<file path="src/rtl/line_prefetcher_pkg.sv">
// line_prefetcher_pkg: shared line-address types, FSM encoding and next-line helper
package line_prefetcher_pkg;
  localparam int LINE_BYTES = 32;
  localparam int OFFSET_BITS = 5;
  typedef logic [26:0] line_addr_t;
  typedef enum logic [2:0] {IDLE, HIT, FETCH, PREFETCH, WRITE} pf_state_t;
  typedef struct packed {
    logic       wrap;
    line_addr_t line;
  } next_line_t;
  function automatic next_line_t next_line(line_addr_t l);
    next_line_t n;
    n.wrap = &l;
    n.line = l + 27'd1;
    return n;
  endfunction
endpackage

</file>
<file path="src/rtl/line_prefetcher_buffer.sv">
// pf_line_buffer: single prefetched line (valid, tag, data) with load, invalidate and tag compare
module pf_line_buffer
  import line_prefetcher_pkg::*;
#(
  parameter int LINE_WIDTH = 256
) (
  input  logic                  clk,
  input  logic                  rst,
  input  logic                  load,
  input  logic                  inval,
  input  line_addr_t            load_tag,
  input  logic [LINE_WIDTH-1:0] load_data,
  input  line_addr_t            cmp_tag,
  output logic                  hit,
  output logic [LINE_WIDTH-1:0] data
);
  logic                  valid_q, valid_d;
  line_addr_t            tag_q, tag_d;
  logic [LINE_WIDTH-1:0] data_q, data_d;
  // a fill always wins; invalidation only applies to a resident line
  always_comb begin
    valid_d = load ? 1'b1 : inval ? 1'b0 : valid_q;
    tag_d   = load ? load_tag : tag_q;
    data_d  = load ? load_data : data_q;
  end
  // storage update
  always_ff @(posedge clk) begin
    if (rst) begin
      valid_q <= 1'b0;
      tag_q   <= '0;
      data_q  <= '0;
    end else begin
      valid_q <= valid_d;
      tag_q   <= tag_d;
      data_q  <= data_d;
    end
  end
  assign hit  = valid_q && (tag_q == cmp_tag);
  assign data = data_q;
endmodule

</file>
<file path="src/rtl/line_prefetcher.sv">
// line_prefetcher: next-line prefetcher with a one-line buffer; prefetching enabled by LINE_PREFETCH_EN
module line_prefetcher #(
  parameter int ADDR_WIDTH  = 32,
  parameter int LINE_WIDTH  = 256,
  parameter int OFFSET_BITS = 5
) (
  input  logic                  clk,
  input  logic                  rst,
  input  logic [ADDR_WIDTH-1:0] mem_address,
  input  logic                  mem_read,
  input  logic                  mem_write,
  input  logic [LINE_WIDTH-1:0] mem_wdata,
  output logic [LINE_WIDTH-1:0] mem_rdata,
  output logic                  mem_resp,
  output logic [ADDR_WIDTH-1:0] pmem_address,
  output logic                  pmem_read,
  output logic                  pmem_write,
  output logic [LINE_WIDTH-1:0] pmem_wdata,
  input  logic [LINE_WIDTH-1:0] pmem_rdata,
  input  logic                  pmem_resp
);
  import line_prefetcher_pkg::*;
  pf_state_t             state_q, state_d;
  line_addr_t            line_q, line_d;
  line_addr_t            req_line;
  next_line_t            nxt;
  logic                  pf_hit, pf_load, pf_inval, unused_ok;
  logic [LINE_WIDTH-1:0] pf_data;
  assign req_line = mem_address[ADDR_WIDTH-1:OFFSET_BITS];
  assign nxt      = next_line(line_q);
`ifdef LINE_PREFETCH_EN
  localparam bit PF = 1'b1;
  pf_line_buffer #(.LINE_WIDTH(LINE_WIDTH)) u_buf (
    .clk      (clk),
    .rst      (rst),
    .load     (pf_load),
    .inval    (pf_inval),
    .load_tag (line_q),
    .load_data(pmem_rdata),
    .cmp_tag  (req_line),
    .hit      (pf_hit),
    .data     (pf_data)
  );
  assign unused_ok = ^mem_address[OFFSET_BITS-1:0];
`else
  localparam bit PF = 1'b0;
  assign pf_hit    = 1'b0;
  assign pf_data   = '0;
  assign unused_ok = ^{mem_address[OFFSET_BITS-1:0], pf_load, pf_inval};
`endif
  // line_q holds the demand line until its response, then the prefetch target
  always_comb begin
    state_d  = state_q;
    line_d   = line_q;
    pf_load  = 1'b0;
    pf_inval = 1'b0;
    unique case (state_q)
      IDLE: begin
        if (mem_read) begin
          line_d  = req_line;
          state_d = pf_hit ? HIT : FETCH;
        end else if (mem_write) begin
          line_d   = req_line;
          state_d  = WRITE;
          pf_inval = pf_hit;
        end
      end
      HIT: begin
        line_d  = nxt.line;
        state_d = nxt.wrap ? IDLE : PREFETCH;
      end
      FETCH: begin
        if (pmem_resp) begin
          line_d  = nxt.line;
          state_d = (PF && !nxt.wrap) ? PREFETCH : IDLE;
        end
      end
      PREFETCH: begin
        pf_load = pmem_resp;
        state_d = pmem_resp ? IDLE : PREFETCH;
      end
      WRITE:   state_d = pmem_resp ? IDLE : WRITE;
      default: state_d = IDLE;
    endcase
  end
  // FSM and address register
  always_ff @(posedge clk) begin
    if (rst) begin
      state_q <= IDLE;
      line_q  <= '0;
    end else begin
      state_q <= state_d;
      line_q  <= line_d;
    end
  end
  // outputs decode from state so reset deasserts everything immediately
  always_comb begin
    pmem_read    = (state_q == FETCH) || (state_q == PREFETCH);
    pmem_write   = (state_q == WRITE);
    pmem_address = (pmem_read || pmem_write) ? {line_q, {OFFSET_BITS{1'b0}}} : '0;
    pmem_wdata   = pmem_write ? mem_wdata : '0;
    mem_resp     = (state_q == HIT) || (((state_q == FETCH) || (state_q == WRITE)) && pmem_resp);
    mem_rdata    = (state_q == HIT) ? pf_data : ((state_q == FETCH) && pmem_resp) ? pmem_rdata : '0;
  end
endmodule
</file>
<file path="config.mk">
export PLATFORM = sky130hd
export DESIGN_NAME = line_prefetcher
export DESIGN_NICKNAME = d
export VERILOG_FILES = /design/src/rtl/line_prefetcher_pkg.sv /design/src/rtl/line_prefetcher_buffer.sv /design/src/rtl/line_prefetcher.sv
export SDC_FILE = /design/constraint.sdc
export NUM_CORES = 1
export LEC_CHECK = 0
export ABC_AREA = 1
export ABC_CLOCK_PERIOD_IN_PS = 1400
export BUFFER_PORTS_ARGS = -buffer_cell sky130_fd_sc_hd__buf_2
export CORE_AREA = 2 2 424 426
export CTS_CLUSTER_DIAMETER = 50
export DETAILED_ROUTE_END_ITERATION = 8
export DIE_AREA = 0 0 426 428
export PLACE_DENSITY = 0.3
export SLEW_MARGIN = 20
export SYNTH_ARGS = -nofsm -noshare
export SYNTH_HDL_FRONTEND = slang
export SYNTH_SLANG_ARGS = --single-unit
</file>
<file path="constraint.sdc">
create_clock -name clk -period 1.4 [get_ports clk]
set_input_delay 0.28 -clock clk [delete_from_list [all_inputs] [get_ports clk]]
set_output_delay 0.28 -clock clk [all_outputs]
set_load 0.05 [all_outputs]
</file>
# Yosys cells after proc, flatten, opt, wreduce, memory -nomap -nowiden
# Cells that the tools add are included.
dict set report op_classes {
  add_sub_neg 1
  eq_ne 6
  mux 15
  reduce_logical 11
}
# op n
set ops {}
lappend ops {{$mux W256} 3}
lappend ops {{$mux W27} 3}
lappend ops {{$pmux W27 S3} 1}
lappend ops {{$mux W32} 1}
lappend ops {{$add A27 B1 Y27 const B} 1}
lappend ops {{$reduce_and A27 Y1} 1}
lappend ops {{$pmux W3 S5} 1}
lappend ops {{$mux W3} 4}
lappend ops {{$eq A3 B2 Y1 const B} 2}
lappend ops {{$logic_or A1 B1 Y1} 4}
lappend ops {{$mux W2} 2}
lappend ops {{$eq A3 B1 Y1 const B} 1}
lappend ops {{$eq A3 B3 Y1 const B} 1}
lappend ops {{$logic_not A3 Y1} 1}
lappend ops {{$ne A3 B3 Y1 const B} 1}
lappend ops {{$reduce_and A3 Y1} 1}
lappend ops {{$reduce_bool A3 Y1} 1}
lappend ops {{$logic_and A1 B1 Y1} 2}
lappend ops {{$ne A2 B2 Y1 const B} 1}
lappend ops {{$reduce_and A2 Y1} 1}
dict set report word_totals {
  regBits 30
}

# Depth between registers and ports, before layout
dict set report depth {
  ltp_word 4
  ltp_mapped 11
  mapped_depth_nobuf 10
}

# Least setup slack after synthesis
# No wires, ideal clock.
dict set report synth_timing {
  path_kind {reg-to-output}
  start {register state_q[0]}
  end {output mem_resp}
  t_arrival_ns 2.058
  setup_slack_ns -0.938
  path_stages_with_launch 7
  path_buffers 1
  cell_sequence {dfxtp_1 > nor2_4 > inv_2 > nor2_4 > inv_2 > buf_2 > a2bb2oi_1}
}
dict set report synth_via {
  elab_chain_len 4
}
# element line
set synth_rtl {}
lappend synth_rtl {{start: declaration} line_prefetcher.sv:23} ;# pf_state_t state_q, state_d;
lappend synth_rtl {{start signal: assignment} line_prefetcher.sv:92} ;# state_q <= state_d;
lappend synth_rtl {{$eq A3 B3 Y1} -}
lappend synth_rtl {{named net pmem_write} line_prefetcher.sv:17} ;# output logic pmem_write,
lappend synth_rtl {{$logic_or A1 B1 Y1} line_prefetcher.sv:102} ;# mem_resp = (state_q == HIT) || (((state_q == FETCH) || (state_q == WRITE)) && pmem_resp);
lappend synth_rtl {{$logic_and A1 B1 Y1} line_prefetcher.sv:102}
lappend synth_rtl {{$logic_or A1 B1 Y1} line_prefetcher.sv:102}
lappend synth_rtl {{end: declaration} line_prefetcher.sv:14} ;# output logic mem_resp,
# The timed path passes the listed nets, and every way through them passes these cells.

# Final worst setup path
dict set report layout_timing {
  start {register state_q[1]}
  end {output pmem_wdata[206]}
}
dict set report layout_via {
  elab_chain_len 2
}
# element line
set layout_rtl {}
lappend layout_rtl {{$eq A3 B3 Y1} line_prefetcher.sv:99} ;# pmem_write = (state_q == WRITE);
lappend layout_rtl {{$mux W256} line_prefetcher.sv:101} ;# pmem_wdata = pmem_write ? mem_wdata : '0;
lappend layout_rtl {{end: declaration} line_prefetcher.sv:18} ;# output logic [LINE_WIDTH-1:0] pmem_wdata,
# No other way between the ends.

==> reports/summary.txt <==
Status -> finished with violations
Failing checks -> negative setup slack
Area of the core region -> 178,000 um^2
Overall Global Routing Usage -> 14.5%
CP required -> 1.12 ns
Clock Tree Buf Depth -> 2
Antenna violations before repair -> 106
Drt pass-1 iters -> 4
Final ANT Viol Nets -> 0
Layout Skew -> 0.00438 ns
GRT met2 Usage -> 23.6%
Sequential fraction of the synthesis area -> 9.19%
Gr busiest metal -> met2
Logic pwr share -> 80.1%
Finished Layout Cells -> 5,120
Die Y -> 428 um
TritonCTS Buffers -> 5
First-pass GRT wire length -> 167 mm
Placed Instances -> 5,084
Mux share of post-synthesis cell area -> 0%
Clock transition at the registers of the reported paths -> 0.06 ns
Synth cell types -> 34
CP most frequent cell -> nor2_4
Synthesized area per cell -> 4.36 um^2
Delay-heaviest family, CP -> buffers and inverters
Die ar. -> 182,000 um^2
Synth-to-layout area growth -> 264%
Simple-gate share of the synthesized area -> 47.3%
CTS tree -> built
Maximum vdd drop -> 441 uV
M3 GR Usage -> 3.48%
Final setup fails -> 572
DP Wirelength -> 130 mm
Post-Synth Adder-Cell Area -> 0.191%
GR Layer Usage met1 -> 20.1%
Layout cells sized above 1 -> 55.9%
Vias per inst -> 2.69
Int Power -> 5540 uW
Clock Latency Late Sink -> 0.30 ns
Routed WL -> 140 mm
Leak -> 0.0125 uW
Max Transition Viols Final -> 0
Crit path cell chain -> buf_6 -> nor2_4 -> inv_2 -> nor2_4 -> inv_8 -> clkbuf_16 -> nor2_1 -> buf_4 -> buf_12
CTS sink cnt -> 30
Top cell type by total area after synthesis -> nor2_1
Clock root cell -> clkbuf_16
Vias in the first global route -> 13,719
Seq cells post-synth -> 30
Port Buffers -> 1,085
Period utilization -> 155%
Worst hold slack -> 0.252 ns
Initial drt markers -> 679
Initial Util -> 3.68%
Post-synthesis compound-gate area fraction -> 4.77%
Crit. End Element -> primary output
Synth Instances -> 1,498
Sw Ratio -> 54.9%
Power Density -> 516 nW/um^2
Critical Path AT -> 1.88 ns
Max cap viols -> 0
Hold Crit Class -> input pin to flop
Post-Synth XOR/XNOR Area -> 0.268%
Avg WL per Cell -> 27.3 um
Largest family of logic cells by synthesized area -> simple AND/OR/NAND/NOR gates
Row count -> 155
Drt drc -> 0
Tmin final -> 2.16 ns
H-tree Lvls -> 2
Buf+Inv Stages, Crit Path -> 6
Synth warn -> 0
Unrepaired setup endpoints after global routing -> yes
Placer Congestion -> 0.955
Synth area leaders -> nor2_1 34%, inv_1 32%, dfxtp_1 9.2%
Remaining Overflow, GRT -> 0
Slowest stage delay, CP -> 0.33 ns
Die width -> 426 um
Crit Path Category -> flop to primary output
Worst setup SP type -> flop
Slowest library cell on the worst path -> dfxtp_2
Switching pwr -> 6730 uW
Worst-path fanout max -> 27
Clock network fraction of design power -> 11.2%
TNS Setup -> -362.08 ns
Max Freq -> 462 MHz
Post-route setup slack -> -0.764 ns
Cell area after synthesis -> 6540 um^2
Layout Nets -> 3,303
Seq pwr share -> 8.7%
Largest net degree at the start of global routing -> 60
Top cell type's share of synthesized area -> 33.8%
Via count -> 13,754
Ports -> 1,096
Final-report hold violation count -> 0
path summary, 6_finish.rpt:
path,startpoint,to,slack [ns],cells past startpoint
max reg2reg,line_q[0],state_q[1],-0.38,10
min,mem_address[7],line_q[2],0.25,3
min reg2reg,line_q[17],line_q[17],0.50,2
max,state_q[1],pmem_wdata[206],-0.76,9
per-layer routing:
| layer | part of all wire (%) | vias up |
|---|---|---|
| li1 | - | 6516 |
| met3 | 7.1 | 128 |
| met5 | 0.097 | - |
| met1 | 46 | 6451 |
| met2 | 46 | 639 |
| met4 | 0.63 | 20 |
state kept, by name (all words and copies together) (netlist names):
register	flops
line_q	27
state_q	3
power groups by stage:
stage	Clock (uW)	Combinational (uW)	Sequential, uW
after floorplan	0	3980	1070
after global placement	0	9330	1080
after detailed placement	0	9290	1090
after CTS	1420	9680	1070
after global routing	1430	10300	1080
final	1380	9830	1070
worst reg2reg max path: cells and delay by family, from the launching register on:
kind                       cells  cell delay, ns
and+or+nand+nor                7            0.90
DFF                            1            0.33
AOI/OAI and AO/OA              1            0.22
adders and majority gates      1            0.19
buffers and inverters          1            0.04
layout by cell type (no fill, tap or decap), drive strengths merged:
cell type and n:
nor2 603, o211ai 3, inv 556, a2bb2oi 1
and2 4, nand3 30, a21oi 24, nand2 131
bufinv 1, clkbuf 10, o21ai 27, diode 12
nand4 3, ha 1, xor2 2, a31oi 3
nor3b 1, buf 1313, conb 5, or2 1
bufbuf 1, dfxtp 30, o22ai 1, nand3b 2
cells in the mapped netlist, drive strengths merged:
master / number
a2bb2oi: 1
nand4: 3
a21oi: 24
buf: 67
inv: 556
clkbuf: 7
o22ai: 1
and2: 4
o21ai: 27
nor3b: 1
nand3b: 2
or2: 1
nor2: 603
nand2: 131
dfxtp: 30
o211ai: 3
nand3: 30
ha: 1
a31oi: 3
xor2: 2
conb: 1
kinds of logic (layout without fill, tap and decap cells):
| kind of cell | count (synthesis) | after routing |
|---|---|---|
| compound gates | 59 | 59 |
| xor+xnor | 2 | 2 |
| fa+ha+maj | 1 | 1 |
| buf+inv | 630 | 1881 |
| flops | 30 | 30 |
| other cells | 1 | 17 |
| simple gates | 775 | 775 |
per-stage QoR:
step	power [uW]	util, %	instance area [um^2]	setup slack, ns
after floorplan	5050	-	6870	-0.895
after global placement	10400	12.4	22000	-0.702
after detailed placement	10400	12.4	22000	-0.658
after CTS	12200	13.0	23100	-0.776
after global routing	12800	13.4	23800	-0.833
final	12300	13.4	23800	-0.764
final cells by class:
| type | instances | area (um^2) |
|---|---|---|
| diodes | 12 | 30.0 |
| clock buffers | 6 | 139 |
| clock inverters | 1 | 30.0 |
| flip-flops and latches | 30 | 603 |
| multi-input cells | 842 | 4370 |
| fillers | 20721 | 154000 |
| well taps | 2355 | 2950 |
| repair buffers | 1318 | 13600 |
| inverters | 556 | 2100 |
timing repair:
| item | CTS | global route |
|---|---|---|
| endpoints found under the setup margin | 572 | 572 |
| pin swaps | 2 | 2 |
| gates resized for setup | 227 | 208 |
| setup buffers | 2 | 5 |
| hold buffers | 0 | 0 |
| gates cloned | 5 | 5 |
Note: power is estimated with default switching activity, not from simulation.
